===== src/rtl/muldiv_unit.sv =====
// Iterative MULT/MULTU/DIV/DIVU unit with HI/LO result registers.
// One bit per cycle over sign-stripped magnitudes; the sign is fixed up in a final cycle.
module muldiv_unit #(
    parameter int unsigned WIDTH = 32
) (
    input  logic             clk_i,
    input  logic             rst_n_i,
    input  logic             start_i,
    input  logic [1:0]       op_i,
    input  logic [WIDTH-1:0] data1_i,
    input  logic [WIDTH-1:0] data2_i,
    input  logic             flush_i,
    input  logic             hilo_read_i,
    input  logic [1:0]       hilo_we_i,
    input  logic [WIDTH-1:0] hilo_wdata_i,
    output logic [WIDTH-1:0] hi_o,
    output logic [WIDTH-1:0] lo_o,
    output logic             busy_o,
    output logic             done_o,
    output logic             stall_o
);
    localparam int unsigned CW = $clog2(WIDTH + 1);

    typedef enum logic [1:0] {IDLE, RUN, FIX} state_t;

    state_t             state, state_next;
    logic [CW-1:0]      cnt;
    logic [2*WIDTH-1:0] acc;
    logic [WIDTH-1:0]   opb, hi, lo;
    logic               is_div, neg_q, neg_r, done;

    logic               accept, a_neg, b_neg;
    logic [WIDTH-1:0]   mag_a, mag_b;
    logic [WIDTH:0]     mul_sum, div_cand;
    logic [WIDTH-1:0]   div_diff;
    logic               div_take;
    logic [2*WIDTH-1:0] acc_step, prod;
    logic [WIDTH-1:0]   quo, rem, res_hi, res_lo;

    always_comb begin
        accept = (state == IDLE) && start_i && !flush_i;
        a_neg  = !op_i[0] && data1_i[WIDTH-1];
        b_neg  = !op_i[0] && data2_i[WIDTH-1];
        mag_a  = a_neg ? -data1_i : data1_i;
        mag_b  = b_neg ? -data2_i : data2_i;
    end

    // Divide-by-zero yields all-ones quotient magnitude, so its sign flip is suppressed.
    always_comb begin
        mul_sum  = {1'b0, acc[2*WIDTH-1:WIDTH]} + (acc[0] ? {1'b0, opb} : '0);
        div_cand = {acc[2*WIDTH-1:WIDTH], acc[WIDTH-1]};
        div_take = div_cand >= {1'b0, opb};
        div_diff = div_cand[WIDTH-1:0] - opb;
        if (is_div)
            acc_step = div_take ? {div_diff, acc[WIDTH-2:0], 1'b1}
                                : {div_cand[WIDTH-1:0], acc[WIDTH-2:0], 1'b0};
        else
            acc_step = {mul_sum, acc[WIDTH-1:1]};
        prod   = neg_q ? -acc : acc;
        quo    = neg_q ? -acc[WIDTH-1:0] : acc[WIDTH-1:0];
        rem    = neg_r ? -acc[2*WIDTH-1:WIDTH] : acc[2*WIDTH-1:WIDTH];
        res_hi = is_div ? rem : prod[2*WIDTH-1:WIDTH];
        res_lo = is_div ? quo : prod[WIDTH-1:0];
    end

    always_ff @(posedge clk_i or negedge rst_n_i) begin
        if (!rst_n_i)
            state <= IDLE;
        else
            state <= state_next;
    end

    always_comb begin
        state_next = state;
        case (state)
            IDLE:    if (accept) state_next = RUN;
            RUN:     if (flush_i) state_next = IDLE;
                     else if (cnt == CW'(1)) state_next = FIX;
            FIX:     state_next = IDLE;
            default: state_next = IDLE;
        endcase
    end

    always_ff @(posedge clk_i or negedge rst_n_i) begin
        if (!rst_n_i) begin
            cnt    <= '0;
            acc    <= '0;
            opb    <= '0;
            is_div <= 1'b0;
            neg_q  <= 1'b0;
            neg_r  <= 1'b0;
            hi     <= '0;
            lo     <= '0;
            done   <= 1'b0;
        end else begin
            done <= (state == FIX) && !flush_i;
            if (state == IDLE) begin
                if (hilo_we_i[1]) hi <= hilo_wdata_i;
                if (hilo_we_i[0]) lo <= hilo_wdata_i;
            end else if (state == FIX && !flush_i) begin
                hi <= res_hi;
                lo <= res_lo;
            end
            if (accept) begin
                cnt    <= CW'(WIDTH);
                is_div <= op_i[1];
                neg_q  <= (a_neg ^ b_neg) && (!op_i[1] || (|data2_i));
                neg_r  <= a_neg;
                opb    <= op_i[1] ? mag_b : mag_a;
                acc    <= {{WIDTH{1'b0}}, (op_i[1] ? mag_a : mag_b)};
            end else if (state == RUN) begin
                cnt <= cnt - CW'(1);
                acc <= acc_step;
            end
        end
    end

    always_comb begin
        busy_o  = (state != IDLE);
        stall_o = busy_o && (start_i || hilo_read_i || (|hilo_we_i));
        done_o  = done;
        hi_o    = hi;
        lo_o    = lo;
    end
endmodule


===== config.mk =====
export PLATFORM = sky130hd
export DESIGN_NAME = muldiv_unit
export DESIGN_NICKNAME = d
export VERILOG_FILES = /design/src/rtl/muldiv_unit.sv
export SDC_FILE = /design/constraint.sdc
export NUM_CORES = 1
export LEC_CHECK = 0
export CELL_PAD_IN_SITES_DETAIL_PLACEMENT = 0
export CELL_PAD_IN_SITES_GLOBAL_PLACEMENT = 1
export CORE_UTILIZATION = 40
export CTS_CLUSTER_SIZE = 12
export DETAILED_ROUTE_END_ITERATION = 12
export PLACE_DENSITY_LB_ADDON = 0.1
export REMOVE_ABC_BUFFERS = 1
export SKIP_LAST_GASP = 1
export SYNTH_ARGS = -nofsm -noshare
export SYNTH_HDL_FRONTEND = slang
export SYNTH_SLANG_ARGS = --single-unit

===== constraint.sdc =====
create_clock -name clk_i -period 8.6 [get_ports clk_i]
set_clock_uncertainty 0.1 [all_clocks]
set_input_delay 2.58 -clock clk_i [delete_from_list [all_inputs] [get_ports clk_i]]
set_output_delay 2.58 -clock clk_i [all_outputs]
set_load 0.005 [all_outputs]

==> out/results.tsv, run 1 <==
stage	metric	value	unit
drt	DRT Pass-1 Iters	5	
worst_setup_path	worst setup path class	in -> out	
worst_setup_path	WP data arrival	3.91	ns
die	DIE HEIGHT	195	um
worst_setup_path	Buf/Inv on CP	2	
placement	Cell Area, Placed	0.0169	mm^2
timing	total negative setup slack	0	ns
placement	GP Congestion	0.900	
cts	clock-pin slew on the worst setup and hold paths	0.06	ns
die	Initial Util	40.7	%
drt	Iteration-0 DRC Markers	1175	
worst_setup_path	CP max stage delay	0.48	ns
grt	vias in the first global route	14000	
drt	DR vias	14600	
worst_setup_path	Crit. Startpoint	start_i	
synthesis	asr flop ratio synth	100	%
min_path	Hold Startpoint	lo_o[22]$_DFFE_PN0P_	
flow_run	count of maximum capacitance violations	0	
min_path	cell count of the worst hold path	2	
synthesis	Post-synth top cells	nand2_1 (222), nor2_1 (205), o21ai_0 (193), dfrtp_1 (172), a21oi_1 (140)	
synthesis	Post-Synth Adder-Cell Area	6.15	%
grt	total gr overflow	0	
worst_setup_path	crit path launch type	input port	
cells_and_area	fin cells	2474	
grt	initial antenna violation count	0	
synthesis	Synth Area in Compound Gates	24.9	%
synthesis	area share of and/or/nand/nor cells after synthesis	19.1	%
synthesis	Mean Syn Cell Area	7.84	um^2
timing	Slew @ Worst Pin	1.16	ns
synthesis	top-count cell post-synth	nand2_1	
worst_setup_path	FF-to-FF Start	acc[0]$_DFFE_PN0P_	
die	placement row count	70	
cells_and_area	layout cell share with drive strength beyond 1	5.48	%
pwr	Leak	0.00719	uW
min_path	Min-Delay Path Class	reg -> reg	
cts	post-CTS resize count	0	
worst_setup_path	Crit path top cell by count	clkdlybuf4s50_1	
synthesis	multiplexer share of the synthesized area	5.94	%
cts	H-Tree Depth	4	
placement	dpl cells	2443	
cells_and_area	# nets final	2171	
die	Core Area	0.0366	mm^2
timing	RSZ-0062 raised after global routing	false	
timing	minimum clock period	6.59	ns
die	I/O pin count	172	
cells_and_area	Layout area overhead	17.7	%
synthesis	Netlist cell types	75	
worst_setup_path	delay-heaviest family, CP	buffers and inverters	
cells_and_area	Final Instance Area	0.0175	mm^2
grt	GRT Util Overall	29.0	%
synthesis	top-area cell type share of the netlist area	28.9	%
timing	final hold vios	0	
cts	CTS Buffer Depth	2	
synthesis	largest family of logic cells by synthesized area	compound AO/OA/AOI/OAI gates	
placement	I/O Buffers	171	
synthesis	dominant synthesized flop cell	dfrtp_1	
timing	Final Max Tran Viols	0	
die	Die Width	195	um
synthesis	Cell Area, Synth	0.0149	mm^2
worst_setup_path	CP Max Fanout	3	
synthesis	Synth area leader	dfrtp_1	
synthesis	top post-synthesis cells by area	dfrtp_1 (29%), o21ai_0 (6.5%), ha_1 (5.9%), nand2_1 (5.6%), xor2_1 (5.2%)	
pwr	total power	5590	uW
grt	largest net degree at the start of global routing	129	
worst_setup_path	crit end category	output port	
synthesis	Post-Synth XOR/XNOR Area	10.2	%
cts	CTS root buf	clkbuf_16	
min_path	Hold EP	lo_o[22]$_DFFE_PN0P_	
outcome	status	completed	
drt	vias per cell	5.90	
synthesis	number of enable flip-flop cells after synthesis	0	
worst_setup_path	reg-to-reg endpoint	hi_o[20]$_DFFE_PN0P_	
pwr	PwrDens	319	mW/mm^2
cts	CTS Buf Count	17	
drt	Post-DRT Antenna Nets	0	
worst_setup_path	FF-to-FF setup slack	4.31	ns
cts	CTS Hold Bufs	0	
cts	CTS tree	built	
worst_setup_path	worst-case reg-to-reg path depth	11	
timing	Peak Freq	152	MHz
cells_and_area	Ant. Diodes	0	
drt	drt drc	0	
timing	Final setup violation count	0	
synthesis	Cells after Synth	1898	
worst_setup_path	critical-path cell list	clkdlybuf4s50_1, nor4_1, nor2_1, clkdlybuf4s50_1	
worst_setup_path	CP Depth	4	
grt	first-pass GRT wire length	84700	um
cts	CTS Sinks	172	
timing	crit share post-route	76.6	%
pwr	VDD IR max	0.000173	V
cts	Clk Latency, worst-skew pair	0.46	ns
drt	routed length per placed instance	22.1	um
placement	Detailed Place HPWL	42400	um
worst_setup_path	Crit path required time	5.92	ns
worst_setup_path	crit path max-delay cell type	clkdlybuf4s50_1	
die	Die Area	0.0380	mm^2
drt	final wirelength	54800	um
synthesis	synthesis-stage register bit count	172	
timing	Worst slew margin	22.5	%
cts	Setup Fix Bufs, Post-CTS	0	
synthesis	synth warn	0	
synthesis	register area share after synthesis	28.9	%
[cell usage in the layout, fill, tap and decap left out, drive strengths merged, types with 14 or more instances in the layout]
master         Yosys  final
nand2            222    222
nor2             205    205
o21ai            199    199
dfrtp            172    172
clkdlybuf4s50      0    169
a21oi            140    140
xor2              88     88
xnor2             85     85
ha                70     70
inv               64     69
mux2i             67     67
o211ai            49     49
nor3              39     39
o31ai             32     32
a21o              27     27
a22oi             24     24
a31oi             22     22
buf               19     22
or3               21     21
clkbuf            95     21
o221ai            20     20
mux2              19     19
nand3             18     18
or4               16     16
nor4              15     15
nand4             14     14
[logic make-up after synthesis]
| kind of cell | Yosys count |
|---|---|
| buffers and inverters | 179 |
| DFF | 172 |
| and+or+nand+nor | 622 |
| muxes | 86 |
| AOI/OAI and AO/OA | 594 |
| adders and majority gates | 72 |
| xor gates and xnor gates | 173 |
[area by class of cell]
type / count / area [um^2]
clock buffer: 21 / 470
clock inverter: 10 / 128
fill: 3713 / 19100
inverter: 65 / 244
multi-input combinational: 1547 / 9910
sequential: 172 / 4310
tap: 468 / 586
timing repair buffer: 191 / 1870
[metrics by stage]
step	hold slack, ns	utilization, %	worst slack, ns
floorplan	0.350	-	2.08
global placement	0.360	46.2	2.01
detailed placement	0.365	46.2	2.02
CTS	0.380	47.8	2.02
global route	0.402	47.8	1.91
finish	0.372	47.8	2.01
[power breakdown]
part | leakage, uW | internal (uW) | switching [uW]
clock | 0.000288 | 455 | 370
combinational | 0.00479 | 1390 | 1910
sequential | 0.00212 | 1080 | 391
total | 0.00719 | 2920 | 2670
[per-layer routing]
| layer | wire length [um] | track usage [%] | up-vias |
|---|---|---|---|
| met1 | 26500 | 41.9 | 7057 |
| met4 | 839 | 6.12 | 0 |
| met2 | 24800 | 46.2 | 467 |
| met3 | 2610 | 3.54 | 45 |
| met5 | 0 | 0 | - |
| li1 | - | - | 7027 |
[how the worst max path moves through the flow]
stage	to	slack (ns)
after floorplan	busy_o	2.08
after global placement	stall_o	2.01
after detailed placement	stall_o	2.02
after CTS	stall_o	2.02
after global routing	stall_o	1.91
final	stall_o	2.01
[registers in the layout, summed over array words and instances, names as in the netlist]
signal and flops:
acc 64, hi_o 32, lo_o 32, opb 32
cnt 6, state 2, done_o 1, is_div 1
neg_q 1, neg_r 1
[worst min-delay path, cell delays in order (launching register included)]
cell	delay [ns]
dfrtp_1	0.34
nand2_1	0.05
o31ai_1	0.05
(Power assumes the default switching activity.)
==> run 2: changes to the inputs <==
==> constraint.sdc (replaced) <==
create_clock -name clk_i -period 6.35 [get_ports clk_i]
set_clock_uncertainty 0.1 [all_clocks]
set_input_delay 1.905 -clock clk_i [delete_from_list [all_inputs] [get_ports clk_i]]
set_output_delay 1.905 -clock clk_i [all_outputs]
set_load 0.005 [all_outputs]
==> out/results.tsv, run 2 (same netlist as run 1, synthesis figures left out) <==
stage	metric	value	unit	change
drt	Iteration-0 DRC Markers	1060		-9.8%
die	Die Width	195	um	unchanged
drt	drt drc	0		unchanged
cts	CTS tree	built		
cells_and_area	Layout area overhead	17.7	%	about the same
cts	CTS Sinks	172		unchanged
grt	first-pass GRT wire length	85000	um	+0.37%
pwr	cell internal pwr	3900	uW	+33%
timing	minimum clock period	5.26	ns	
min_path	Min-Delay Path Class	reg -> reg		
cts	Setup Fix Bufs, Post-CTS	0		unchanged
timing	Peak Freq	190	MHz	
pwr	clock power share	14.1	%	-0.7 points
timing	Slew @ Worst Pin	1.24	ns	+0.0829 ns
cells_and_area	commonest non-fill, non-tap cell in the layout	nand2_1		
placement	Detailed Place HPWL	43100	um	+1.6%
worst_setup_path	crit end category	output port		
placement	GP Congestion	0.910		+1.0%
cts	CTS Buffer Depth	2		unchanged
die	DIE HEIGHT	195	um	unchanged
timing	Final Max Tran Viols	0		unchanged
drt	final wirelength	54900	um	+0.17%
grt	total gr overflow	0		unchanged
pwr	switching power	3670	uW	+37%
pwr	Comb pwr share	59.3	%	+0.4 points
die	Core Area	0.0366	mm^2	unchanged
pwr	VDD IR max	0.000280	V	+62%
drt	routed length per placed instance	22.1	um	about the same
cts	CTS root buf	clkbuf_16		
cells_and_area	Most flops, register	acc		
cells_and_area	FILL cells	3672		-1.1%
placement	I/O Buffers	171		unchanged
worst_setup_path	Crit path required time	4.35	ns	-1.57 ns
grt	vias in the first global route	14000		-0.21%
cts	Clk Latency, worst-skew pair	0.47	ns	about the same
drt	vias per cell	5.87		-0.49%
timing	crit share post-route	82.8	%	
worst_setup_path	CP Max Fanout	3		unchanged
timing	final hold vios	0		unchanged
flow_run	count of maximum capacitance violations	0		unchanged
outcome	status	completed		
cells_and_area	Final Instance Area	0.0175	mm^2	about the same
pwr	PwrDens	432	mW/mm^2	+35%
cells_and_area	Largest register FFs	64		unchanged
pwr	switching portion of total power	48.5	%	+0.75 points
worst_setup_path	Crit. Startpoint	start_i		
placement	Cell Area, Placed	0.0170	mm^2	+0.22%
drt	DR vias	14600		-0.25%
timing	Worst slew margin	17.1	%	-5.4 points
die	placement row count	70		unchanged
cts	clock-pin slew on the worst setup and hold paths	0.07	ns	about the same
worst_setup_path	worst setup path class	in -> out		
timing	RSZ-0062 raised after global routing	false		
cells_and_area	layout cell share with drive strength beyond 1	5.72	%	+0.23 points
cts	post-CTS resize count	0		unchanged
cells_and_area	commonest cells after routing, fill and taps aside	nand2_1 (222), nor2_1 (203), o21ai_0 (193)		
placement	pre-CTS setup slack	1.08	ns	-0.941 ns
timing	final setup margin	1.09	ns	-0.916 ns
cts	H-Tree Depth	4		unchanged
min_path	Hold Startpoint	hi_o[22]$_DFFE_PN0P_		
drt	DRT Pass-1 Iters	6		+1
grt	largest net degree at the start of global routing	117		-9.3%
cts	CTS Buf Count	17		unchanged
drt	Post-DRT Antenna Nets	0		unchanged
pwr	Leak	0.00720	uW	+0.10%
timing	total negative setup slack	0	ns	unchanged
grt	GRT Util Overall	29.1	%	+0.14 points
timing	Final setup violation count	0		unchanged
die	I/O pin count	172		unchanged
cells_and_area	# nets final	2176		+0.23%
worst_setup_path	crit path launch type	input port		
worst_setup_path	FF-to-FF Start	opb[18]$_DFFE_PN0P_		
die	Initial Util	40.7	%	unchanged
die	Die Area	0.0380	mm^2	unchanged
pwr	share of power burned in registers	26.6	%	+0.3 points
grt	initial antenna violation count	0		unchanged
pwr	total power	7560	uW	+35%
cells_and_area	Ant. Diodes	0		unchanged
cts	CTS Hold Bufs	0		unchanged
worst_setup_path	WP data arrival	3.25	ns	-0.66 ns
[run 2: worst max-delay path, stage by stage]
cell and delay, ns:
clkdlybuf4s50_1 0.48, nor4_1 0.31, nor2_1 0.06, clkdlybuf4s50_1 0.49
[run 2: routing by layer]
| layer | routed length (um) | part of all wire, % | vias up | track usage [%] |
|---|---|---|---|---|
| li1 | - | - | 7034 | - |
| met5 | 0 | 0 | - | 0 |
| met3 | 2930 | 5.3 | 60 | 4.60 |
| met2 | 24100 | 44 | 442 | 45.1 |
| met4 | 1290 | 2.4 | 0 | 8.25 |
| met1 | 26500 | 48 | 7023 | 41.7 |
[run 2: power by group through the flow]
| stage | combinational, uW | clock, uW | sequential (uW) |
|---|---|---|---|
| 5_1_grt | 4880 | 1120 | 2060 |
| 2_1_floorplan | 2890 | 0 | 1860 |
| 6_report | 4480 | 1070 | 2010 |
| 3_3_place_gp | 4410 | 0 | 2010 |
| 3_5_place_dp | 4420 | 0 | 2020 |
| 4_1_cts | 4440 | 1080 | 2000 |
[run 2: final timing paths]
path	endpoint	slack [ns]	cells after the start
min in group asynchronous	hi_o[3]$_DFFE_PN0P_	1.31	1
worst max register to register	acc[32]$_DFFE_PN0P_	2.08	12
max in group asynchronous	is_div$_DFFE_PN0P_	3.70	2
worst max-delay path	stall_o	1.09	4
worst min-delay path	hi_o[22]$_DFFE_PN0P_	0.38	2
worst min register to register	hi_o[22]$_DFFE_PN0P_	0.38	2
[run 2: through the flow]
step | instances | hold WS (ns) | util [%]
2_1_floorplan | 1784 | 0.350 | -
3_3_place_gp | 2448 | 0.361 | 46.3
3_5_place_dp | 2448 | 0.365 | 46.3
4_1_cts | 2480 | 0.381 | 47.9
5_1_grt | 2480 | 0.403 | 47.9
6_report | 2480 | 0.377 | 47.9
[run 2: final cells by class]
class                   count  area [um^2]  area share [%]
clock inverters            13          131           0.750
flip-flops and latches    172         4310            24.6
clock buffers              19          433            2.47
well taps                 468          586            3.34
repair buffers            196         1910            10.9
multi-input cells        1547         9910            56.6
inverters                  65          244            1.39
==> run 3: changes to the inputs <==
==> constraint.sdc (replaced) <==
create_clock -name clk_i -period 5.1 [get_ports clk_i]
set_clock_uncertainty 0.1 [all_clocks]
set_input_delay 1.53 -clock clk_i [delete_from_list [all_inputs] [get_ports clk_i]]
set_output_delay 1.53 -clock clk_i [all_outputs]
set_load 0.005 [all_outputs]
==> out/results.tsv, run 3 (same netlist as run 1, synthesis figures left out) <==
stage	metric	value	unit	change
outcome	status	completed		
timing	RSZ-0062 raised after global routing	false		
placement	Detailed Place HPWL	43900	um	+1.9%
die	placement row count	70		unchanged
drt	Post-DRT Antenna Nets	0		unchanged
placement	I/O Buffers	171		unchanged
worst_setup_path	WP data arrival	2.86	ns	-0.39 ns
worst_setup_path	worst setup path class	in -> out		
pwr	cell internal pwr	5070	uW	+30%
timing	Final setup violation count	0		unchanged
timing	Slew @ Worst Pin	1.25	ns	+0.00855 ns
drt	vias per cell	5.84		-0.54%
drt	DRT Pass-1 Iters	6		unchanged
cts	CTS Hold Bufs	0		unchanged
timing	Peak Freq	223	MHz	
die	Core Area	0.0366	mm^2	unchanged
cells_and_area	# nets final	2191		+0.69%
grt	GRT Util Overall	29.4	%	+0.31 points
worst_setup_path	crit path launch type	input port		
cts	CTS Buf Count	17		unchanged
timing	crit share post-route	88.1	%	
timing	final hold vios	0		unchanged
drt	drt drc	0		unchanged
cells_and_area	layout cell share with drive strength beyond 1	6.46	%	+0.75 points
grt	largest net degree at the start of global routing	79		-32%
cts	CTS Sinks	172		unchanged
cts	CTS root buf	clkbuf_16		
min_path	Min-Delay Path Class	reg -> reg		
die	Initial Util	40.7	%	unchanged
grt	initial antenna violation count	1		+1
grt	first-pass GRT wire length	85400	um	+0.37%
drt	DR vias	14600		+0.10%
pwr	switching power	4550	uW	+24%
cells_and_area	Layout area overhead	19.2	%	
worst_setup_path	crit end category	output port		
timing	minimum clock period	4.49	ns	
cells_and_area	commonest cells after routing, fill and taps aside	nand2_1 (222), nor2_1 (203), o21ai_0 (193)		
cells_and_area	Most flops, register	acc		
cts	Setup Fix Bufs, Post-CTS	0		unchanged
grt	vias in the first global route	14100		+0.96%
die	Die Width	195	um	unchanged
timing	Final Max Tran Viols	0		unchanged
die	I/O pin count	172		unchanged
cells_and_area	FILL cells	3634		-1.0%
cts	CTS tree	built		
cts	clock-pin slew on the worst setup and hold paths	0.07	ns	about the same
die	DIE HEIGHT	195	um	unchanged
cts	H-Tree Depth	4		unchanged
pwr	Leak	0.00731	uW	+1.6%
flow_run	count of maximum capacitance violations	0		unchanged
timing	Worst slew margin	16.4	%	-0.69 points
worst_setup_path	Crit path required time	3.47	ns	-0.88 ns
pwr	PwrDens	542	mW/mm^2	+26%
worst_setup_path	CP Max Fanout	3		unchanged
drt	Iteration-0 DRC Markers	1088		+2.6%
grt	total gr overflow	0		unchanged
die	Die Area	0.0380	mm^2	unchanged
placement	GP Congestion	0.930		+2.2%
cells_and_area	Largest register FFs	64		unchanged
pwr	VDD IR max	0.000365	V	+31%
cts	CTS Buffer Depth	2		unchanged
pwr	switching portion of total power	47.3	%	-1.2 points
pwr	clock power share	15.1	%	+1.0 points
timing	WHS	0.376	ns	-0.00107 ns
pwr	share of power burned in registers	25.8	%	-0.8 points
pwr	Comb pwr share	59.1	%	-0.2 points
drt	routed length per placed instance	22.2	um	+0.57%
worst_setup_path	FF-to-FF setup slack	0.99	ns	-1.09 ns
cells_and_area	commonest non-fill, non-tap cell in the layout	nand2_1		
cts	post-CTS resize count	0		unchanged
drt	final wirelength	55500	um	+1.2%
cells_and_area	Util after Layout	48.5	%	+0.60 points
cts	Clk Latency, worst-skew pair	0.45	ns	-0.02 ns
==> run 3: final cells by class <==
cell class / instances / area [um^2] / area share (%)
diodes: 1 / 2.50 / 0.0141
clock buffers: 19 / 443 / 2.50
clock inverters: 13 / 190 / 1.07
inverters: 65 / 244 / 1.38
multi-input cells: 1547 / 9910 / 55.9
flip-flops and latches: 172 / 4310 / 24.3
well taps: 468 / 586 / 3.30
repair buffers: 211 / 2060 / 11.6
==> run 3: worst paths after layout <==
| check | to | from | depth (start not counted) |
|---|---|---|---|
| worst max-delay path | stall_o | start_i | 4 |
| worst min-delay path | lo_o[22]$_DFFE_PN0P_ | lo_o[22]$_DFFE_PN0P_ | 2 |
| worst max register to register | acc[58]$_DFFE_PN0P_ | acc[31]$_DFFE_PN0P_ | 13 |
| worst min register to register | lo_o[22]$_DFFE_PN0P_ | lo_o[22]$_DFFE_PN0P_ | 2 |
| max in group asynchronous | state[1]$_DFFE_PN0P_ | rst_n_i | 2 |
| min in group asynchronous | hi_o[1]$_DFFE_PN0P_ | rst_n_i | 1 |
==> run 3: worst max-delay path, stage by stage <==
cell and delay [ns]:
clkdlybuf4s50_1 0.49, nor4_1 0.33, nor2_1 0.07, clkdlybuf4s50_1 0.45
==> run 3: stage by stage <==
stage	setup TNS [ns]	instances	power, uW	instance area, um^2	setup slack [ns]
2_1_floorplan	-5.94	1784	5920	14400	-0.481
3_3_place_gp	0	2463	8060	17100	0.536
3_5_place_dp	0	2463	8100	17100	0.515
4_1_cts	0	2495	9570	17700	0.611
5_1_grt	0	2495	10300	17700	0.491
6_report	0	2496	9610	17700	0.606
==> run 3: power by group through the flow <==
stage / Clock [uW] / Sequential (uW) / Combinational, uW
6_report: 1450 / 2480 / 5680
5_1_grt: 1520 / 2550 / 6200
4_1_cts: 1470 / 2470 / 5620
3_5_place_dp: 0 / 2500 / 5600
3_3_place_gp: 0 / 2480 / 5570
2_1_floorplan: 0 / 2320 / 3600
==> run 3: routing by layer <==
metal / vias to the layer above / part of all wire, % / GRT usage [%]
met1: 6986 / 46 / 40.6
met2: 458 / 45 / 46.5
met5: - / 0 / 0
li1: 7063 / - / -
met4: 0 / 2.6 / 9.39
met3: 67 / 6.1 / 5.15
